**src/rtl/montgomery_encoder.sv**
```systemverilog
// Montgomery-domain entry converter: result = (x * 2^k) mod m, where k is the
// bit length of m. Radix-2 restoring remainder over the dividend {x, k zeros},
// one dividend bit per clock, no multipliers.
module montgomery_encoder #(
  parameter int WIDTH = 64
) (
  input  logic             clk_i,
  input  logic             rst_ni,
  input  logic             start_i,
  input  logic [WIDTH-1:0] x_i,
  input  logic [WIDTH-1:0] m_i,
  output logic [WIDTH-1:0] result_o,
  output logic             valid_o,
  output logic             err_o,
  output logic             busy_o
);

  // k ranges 0..WIDTH; the iteration counter ranges 0..2*WIDTH
  localparam int KW = $clog2(WIDTH + 1);
  localparam int CW = $clog2(2 * WIDTH + 1);

  localparam logic [WIDTH-1:0] M_MIN   = WIDTH'(3);
  localparam logic [CW-1:0]    CNT_ONE = CW'(1);

  typedef enum logic [1:0] {
    IDLE = 2'd0,
    CALC = 2'd1,
    DONE = 2'd2
  } state_t;

  state_t           state;
  state_t           state_next;
  logic [WIDTH-1:0] x_sh;       // operand, shifted left once per iteration
  logic [WIDTH-1:0] m_r;
  logic [KW-1:0]    k_r;
  logic [WIDTH:0]   rem_r;      // partial remainder, always < m
  logic [CW-1:0]    cnt_r;
  logic [WIDTH-1:0] result_r;
  logic             valid_r;
  logic             err_r;

  logic             m_bad;
  logic             dividend_bit;
  logic [WIDTH:0]   m_ext;
  logic [WIDTH:0]   trial;
  logic [WIDTH:0]   rem_next;
  logic [CW-1:0]    last_cnt;
  logic             last_iter;

  // Bit length of a value: index of the highest set bit plus one
  function automatic logic [KW-1:0] bit_len(input logic [WIDTH-1:0] v);
    logic [KW-1:0] len;
    len = {KW{1'b0}};
    for (int i = 0; i < WIDTH; i++) begin
      if (v[i]) begin
        len = KW'(i + 1);
      end
    end
    return len;
  endfunction

  // Remainder step and iteration bookkeeping. Once the WIDTH operand bits
  // are shifted out, zeros fill in, which supplies the k trailing zero bits.
  always_comb begin
    m_bad        = ~m_i[0] | (m_i < M_MIN);
    dividend_bit = x_sh[WIDTH-1];
    m_ext        = {1'b0, m_r};
    trial        = (rem_r << 1'b1) | {{WIDTH{1'b0}}, dividend_bit};
    if (trial >= m_ext) begin
      rem_next = trial - m_ext;
    end else begin
      rem_next = trial;
    end
    last_cnt  = CW'(WIDTH) + CW'(k_r) - CNT_ONE;
    last_iter = (cnt_r == last_cnt);
  end

  // Next-state logic
  always_comb begin
    state_next = state;
    case (state)
      IDLE: begin
        if (start_i) begin
          state_next = m_bad ? DONE : CALC;
        end else begin
          state_next = IDLE;
        end
      end
      CALC: begin
        if (last_iter) begin
          state_next = DONE;
        end else begin
          state_next = CALC;
        end
      end
      DONE:    state_next = IDLE;
      default: state_next = IDLE;
    endcase
  end

  // State register
  always_ff @(posedge clk_i or negedge rst_ni) begin
    if (!rst_ni) begin
      state <= IDLE;
    end else begin
      state <= state_next;
    end
  end

  // Datapath and registered outputs
  always_ff @(posedge clk_i or negedge rst_ni) begin
    if (!rst_ni) begin
      x_sh     <= {WIDTH{1'b0}};
      m_r      <= {WIDTH{1'b0}};
      k_r      <= {KW{1'b0}};
      rem_r    <= {(WIDTH+1){1'b0}};
      cnt_r    <= {CW{1'b0}};
      result_r <= {WIDTH{1'b0}};
      valid_r  <= 1'b0;
      err_r    <= 1'b0;
    end else begin
      case (state)
        IDLE: begin
          if (start_i) begin
            x_sh  <= x_i;
            m_r   <= m_i;
            k_r   <= bit_len(m_i);
            rem_r <= {(WIDTH+1){1'b0}};
            cnt_r <= {CW{1'b0}};
            if (m_bad) begin
              // Illegal modulus completes at once with an error-qualified pulse
              result_r <= {WIDTH{1'b0}};
              valid_r  <= 1'b1;
              err_r    <= 1'b1;
            end else begin
              valid_r  <= 1'b0;
              err_r    <= 1'b0;
            end
          end else begin
            valid_r <= 1'b0;
            err_r   <= 1'b0;
          end
        end
        CALC: begin
          x_sh  <= x_sh << 1'b1;
          rem_r <= rem_next;
          cnt_r <= cnt_r + CNT_ONE;
          if (last_iter) begin
            result_r <= rem_next[WIDTH-1:0];
            valid_r  <= 1'b1;
            err_r    <= 1'b0;
          end else begin
            valid_r  <= 1'b0;
            err_r    <= 1'b0;
          end
        end
        DONE: begin
          valid_r <= 1'b0;
          err_r   <= 1'b0;
        end
        default: begin
          valid_r <= 1'b0;
          err_r   <= 1'b0;
        end
      endcase
    end
  end

  assign result_o = result_r;
  assign valid_o  = valid_r;
  assign err_o    = err_r;
  assign busy_o   = (state != IDLE);

endmodule

```
**config.mk**
```make
export PLATFORM = sky130hd
export DESIGN_NAME = montgomery_encoder
export DESIGN_NICKNAME = d
export VERILOG_FILES = /design/src/rtl/montgomery_encoder.sv
export SDC_FILE = /design/constraint.sdc
export NUM_CORES = 1
export LEC_CHECK = 0
export CAP_MARGIN = 20
export CORE_UTILIZATION = 45
export CTS_BUF_LIST = sky130_fd_sc_hd__clkbuf_4 sky130_fd_sc_hd__clkbuf_8
export DETAILED_ROUTE_END_ITERATION = 12
export PLACE_DENSITY = 0.77
export SLEW_MARGIN = 20
export SYNTH_ARGS = -nofsm -noshare
export SYNTH_HDL_FRONTEND = slang
export SYNTH_SLANG_ARGS = --single-unit
```
**constraint.sdc**
```tcl
create_clock -name clk_i -period 7.05 [get_ports clk_i]
set_input_delay 1.41 -clock clk_i [delete_from_list [all_inputs] [get_ports clk_i]]
set_output_delay 1.41 -clock clk_i [all_outputs]
set_load 0.02 [all_outputs]
```
After elaboration in Yosys (flattened, before gate mapping)
Cells that the tools add are included.

Register bits after elaboration: 275. Bits in latches: 0. RAM bits: 0. ROM bits: 0. Bits of input ports: 131. Output and inout port bits: 67. Word-level logic and storage cells: 113. Memories kept: 0.

$add $sub $neg: 4. Multipliers: 0. Divide/modulo/power cells: 0. Magnitude comparators: 2. Equality and inequality tests: 5. Shift-type cells: 0. Multiplexer cells: 84. Bitwise logic cells: 3. Reductions and logical operators: 6.

Operator list (number): two-way mux 7 bit (63); two-way mux 64 bit (6); case mux 64 bit (2 select lines) (3); greater-or-equal comparator 65 x 64 -> 1 bit (1); bitwise OR 65 x 1 -> 65 bit (1); less-than comparator 64 x 2 -> 1 bit (second input constant) (1); subtractor 64 bit (1); case mux 8 bit (2 select lines) (1); adder 7 x 7 -> 8 bit (first input constant) (1); adder 8 x 1 -> 8 bit (second input constant) (1); equality test 8 bit (1); two-way mux 8 bit (1); subtractor 8 x 1 -> 8 bit (second input constant) (1); two-way mux 2 bit (3); != test 2 bit (second input constant) (3); two-way mux 1 bit (5); case mux 2 bit (2 select lines) (1); AND reduction 2 bit (2); AND reduction 4 bit (1); nonzero test 2 bit (2); equality test 2 x 1 -> 1 bit (second input constant) (1); logical NOT 2 bit (1); case mux 1 bit (2 select lines) (1); NOT 1 bit (1); bitwise OR 1 bit (1).

Longest topological paths before layout
Word-level depth: 64. Gate-level depth with buffers: 15. Depth with buffers taken out: 14.

Worst setup path before layout
Ideal clock, no wire load.

Path kind: input-to-reg. Start point: input m_i[58]. End point: register result_r[61] (netlist: result_o[61]). Library setup time: 0.087 ns. Arrival: 3.443 ns. Slack: 3.520 ns. Cell stages on the path: 9. Path buffers: 0. Path through: or4_1 -> nor2_1 -> nand4_1 -> o41ai_1 -> nand2_1 -> inv_1 -> a21oi_1 -> or3_1 -> o211ai_1.

Longest elaborated chain between the ends: 4.

RTL lines: start, declared (RTL line 11) `input logic [WIDTH-1:0] m_i,`; less-than comparator 64 x 2 -> 1 bit (RTL line 65) `m_bad = ~m_i[0] | (m_i < M_MIN);`; bitwise OR 1 bit (RTL line 65); != test 2 bit (no source line); AND reduction 4 bit (no source line); end signal, assigned (RTL line 118) `result_r <= {WIDTH{1'b0}};`; end signal, assigned (RTL line 132) `result_r <= {WIDTH{1'b0}};`; end signal, assigned (RTL line 149) `result_r <= rem_next[WIDTH-1:0];`; end, declared (RTL line 38) `logic [WIDTH-1:0] result_r;`.

No other way between the ends. A chain may end at the register's enable or synchronous reset.

Final worst setup path
Start point: register rem_r[17]. End point: register rem_r[61].

Longest elaborated chain between the ends: 4. Elaborated cells between the ends (all ways): 5. Those cells by class: 1 x add/sub; 1 x order compare; 2 x mux; 1 x bitwise.

RTL lines: start, declared (RTL line 36) `logic [WIDTH:0] rem_r;`; start signal, assigned (RTL line 116) `rem_r <= {(WIDTH+1){1'b0}};`; start signal, assigned (RTL line 128) `rem_r <= {(WIDTH+1){1'b0}};`; start signal, assigned (RTL line 146) `rem_r <= rem_next;`; bitwise OR 65 x 1 -> 65 bit * (RTL line 68) `trial = (rem_r << 1'b1) | {{WIDTH{1'b0}}, dividend_bit};`; subtractor 64 bit / greater-or-equal comparator 65 x 64 -> 1 bit (equally long branches) (RTL line 70, 69); two-way mux 64 bit * (RTL line 69) `if (trial >= m_ext) begin`; case mux 64 bit (2 select lines) * (RTL line 122) `case (state)`.

Every way passes the cells marked *; elsewhere a longest branch is shown, timed or not.

==> impl_metrics.toml <==
[timing]
slew_headroom_pct = 26.0
slew_viol_final = 0
worst_slew_pin_slew_ps = 1110
min_period_ps = 4160
setup_viol = 0
setup_tns_ps = 0
rsz0062_at_grt = "false"
period_share_pct = 59.0
max_freq_mhz = 240
clock_skew_ps = 28.7
finalHoldViolCount = 0

[worst_setup_path]
worstSetupStartpointType = "flop"
worstPathRequired_ps = 7520
reg2reg_depth = 13
cp.arrival_ps = 4630
critPathCaptureType = "flop"
rrSetupSlack_ps = 2890
rr_startpoint = "rem_r[17]$_DFFE_PN0P_"
worstReg2RegEnd = "rem_r[61]$_DFFE_PN0P_"
worstSetupPathType = "reg -> reg"
critPathMaxFanout = 32

[synthesis]
synth_top_area_share_pct = 43.3
yosysMostFrequentCell = "nand2_1"
ys_ff_latch = 273
synth.distinct_cells = 72
synth_seq_area_share_pct = 43.3
synth_area_sq_um = 15800
synth_area_per_cell_sq_um = 8.68
yosysWarningCount = 0
synth_area_leaders = "dfrtp_1 (43%), nand2_1 (6.7%), ha_1 (5.2%)"
synth_commonest_cells = "nand2_1 (281), dfrtp_1 (273), nand3_1 (134), o21ai_0 (126), o21ai_1 (106)"
yosys.area.top_type = "dfrtp_1"
async_flop_share_pct = 100
synth_cells = 1819
ys.flop_type = "dfrtp_1"
syn-num-nets = 2017
synth-edff-count = 0

[clock_network]
htreeDepth = 2
cts_hold_buf = 0
cts_tree = "done"
cts_buffer_depth = 3
ctsResizeCount = 0
clk_pin_slew_ps = 70
postCtsSetupBuffers = 0
numCtsBuffers = 46
cts_sinks = 273
clock_latency_ps = 570
clock-root-buffer = "clkbuf_8"

[pwr]
p_int_mw = 2.57
vdd_drop_max_mv = 0.128
switchingPower_mw = 0.755
switching_share_pct = 22.7
p_per_area_nw_per_um2 = 174
seqPwrFrac_pct = 47.1
clock_power_share_pct = 48.2
combPwrFrac_pct = 4.7
power.leakage_nw = 8.74

[grt]
grt_pass1_wl_um = 73300
grt_pass1_vias = 13752
overflow = 0
antenna_found_initial = 1
grt_max_degree = 162
grt_use_total_pct = 25.7

[placed_design]
hpwl_um = 32700
numPortBuffers = 197
gp_congestion = 1.00

[floorplan]
io-pin-count = 198
num_rows = 68
die_w_um = 189
fp.dieH_um = 189
floorplan.initialDensity_pct = 45.7
core_area_sq_um = 34500
die-area_sq_um = 35800

[drt]
vias = 14461
drt-total-wl_um = 46400
ant_nets = 0
drt-vias-per-instance = 5.86
first_iter_violations = 1291
drc = 0
avgRoutedWirePerCell_um = 18.8
first_pass_iters = 6

[final_layout]
fin_util_pct = 55.3
drive_gt1_share_pct = 6.21
area_delta_synth_final_pct = 21.0
nets = 2173

[hold_path]
hp-start = "x_sh[61]$_DFFE_PN0P_"
min_path_type = "reg -> reg"
min_delay_path_depth = 2
whs_endpoint = "x_sh[61]$_DFFE_PN0P_"

[run_status]
outcome = "completed"

[run]
maxCapViolCount = 0
[routing by layer]
metal | vias to the layer above | share of wire (%) | wire length [um] | track usage (%)
met4 | 0 | 3.7 | 1730 | 10.3
met1 | 6964 | 44 | 20200 | 34.8
met2 | 606 | 44 | 20200 | 39.1
met5 | - | 0 | 0 | 0
li1 | 6787 | - | - | -
met3 | 104 | 9.0 | 4180 | 6.80
[layout make-up]
class	count	area, sq um
tap	455	569
clock buffer	71	902
clock inverter	14	154
antenna	1	2.50
sequential	273	6830
inverter	96	360
fill	3106	15400
multi-input combinational	1351	8220
timing repair buffer	207	2060
[layout by cell type, fill, tap and decap left out, types with 16 or more instances in the layout]
cell and n:
nor4_1 16, o21ai_1 106, dfrtp_1 273, xnor2_1 38
a22oi_1 63, clkdlybuf4s50_1 196, a21oi_1 95, o21ai_0 126
nand4_1 17, clkbuf_8 59, nand3_1 134, nor2_1 71
inv_1 96, nor3_1 29, a21o_1 36, nand2_1 278
mux2i_1 51, ha_1 66, xor2_1 23
[state kept, by name (all words and copies together) (netlist names)]
name / count
k_r: 6
err_o: 1
cnt_r: 8
result_o: 64
m_r: 64
rem_r: 64
x_sh: 64
state: 2
[power groups by stage]
stage | registers, mW | clock network [mW] | logic (mW)
floorplan | 1.60 | 0 | 0.0180
global placement | 1.60 | 0 | 0.153
detailed placement | 1.60 | 0 | 0.154
CTS | 1.57 | 1.63 | 0.155
global route | 1.57 | 1.69 | 0.168
finish | 1.57 | 1.60 | 0.155
[worst max path at each step]
stage / cells past startpoint / startpoint / to
finish: 13 / rem_r[17]$_DFFE_PN0P_ / rem_r[61]$_DFFE_PN0P_
floorplan: 9 / m_i[58] / result_o[61]$_DFFE_PN0P_
global route: 13 / rem_r[17]$_DFFE_PN0P_ / rem_r[28]$_DFFE_PN0P_
global placement: 9 / m_i[53] / result_o[61]$_DFFE_PN0P_
detailed placement: 9 / m_i[53] / result_o[61]$_DFFE_PN0P_
CTS: 13 / rem_r[15]$_DFFE_PN0P_ / result_o[28]$_DFFE_PN0P_
[critical path: stages (launching register included)]
cell and delay (ps):
dfrtp_1 410, ha_1 390, nand4_1 220, a211oi_2 380, nand4_1 170, o211ai_2 280, o21ai_2 130, a21bo_4 270
a31oi_4 330, a21oi_4 200, nor2_4 140, buf_4 490, nand2_1 320, o221ai_1 270
[stage by stage]
step / power, mW / setup WS (ps) / cells / area, sq um / hold slack [ps]
final: 3.33 / 2890 / 2468 / 19100 / 474
after global routing: 3.42 / 2700 / 2467 / 19100 / 498
after CTS: 3.35 / 2950 / 2467 / 19100 / 477
after detailed placement: 1.75 / 2500 / 2382 / 18000 / 463
after global placement: 1.75 / 2460 / 2382 / 18000 / 458
after floorplan: 1.61 / 3520 / 1819 / 15800 / 447
[cell families (layout without fill, tap and decap cells)]
group / count (synthesis) / count (layout) / synth area share [%]
mux: 52 / 52 / 3.30
other cells: 0 / 1 / 0
simple gates: 621 / 621 / 18.0
flops: 273 / 273 / 43.3
fa+ha+maj: 67 / 67 / 5.36
xor+xnor: 61 / 61 / 3.38
compound gates: 550 / 550 / 21.7
buf+inv: 195 / 388 / 5.02
Power figures use the tool's default switching activity.
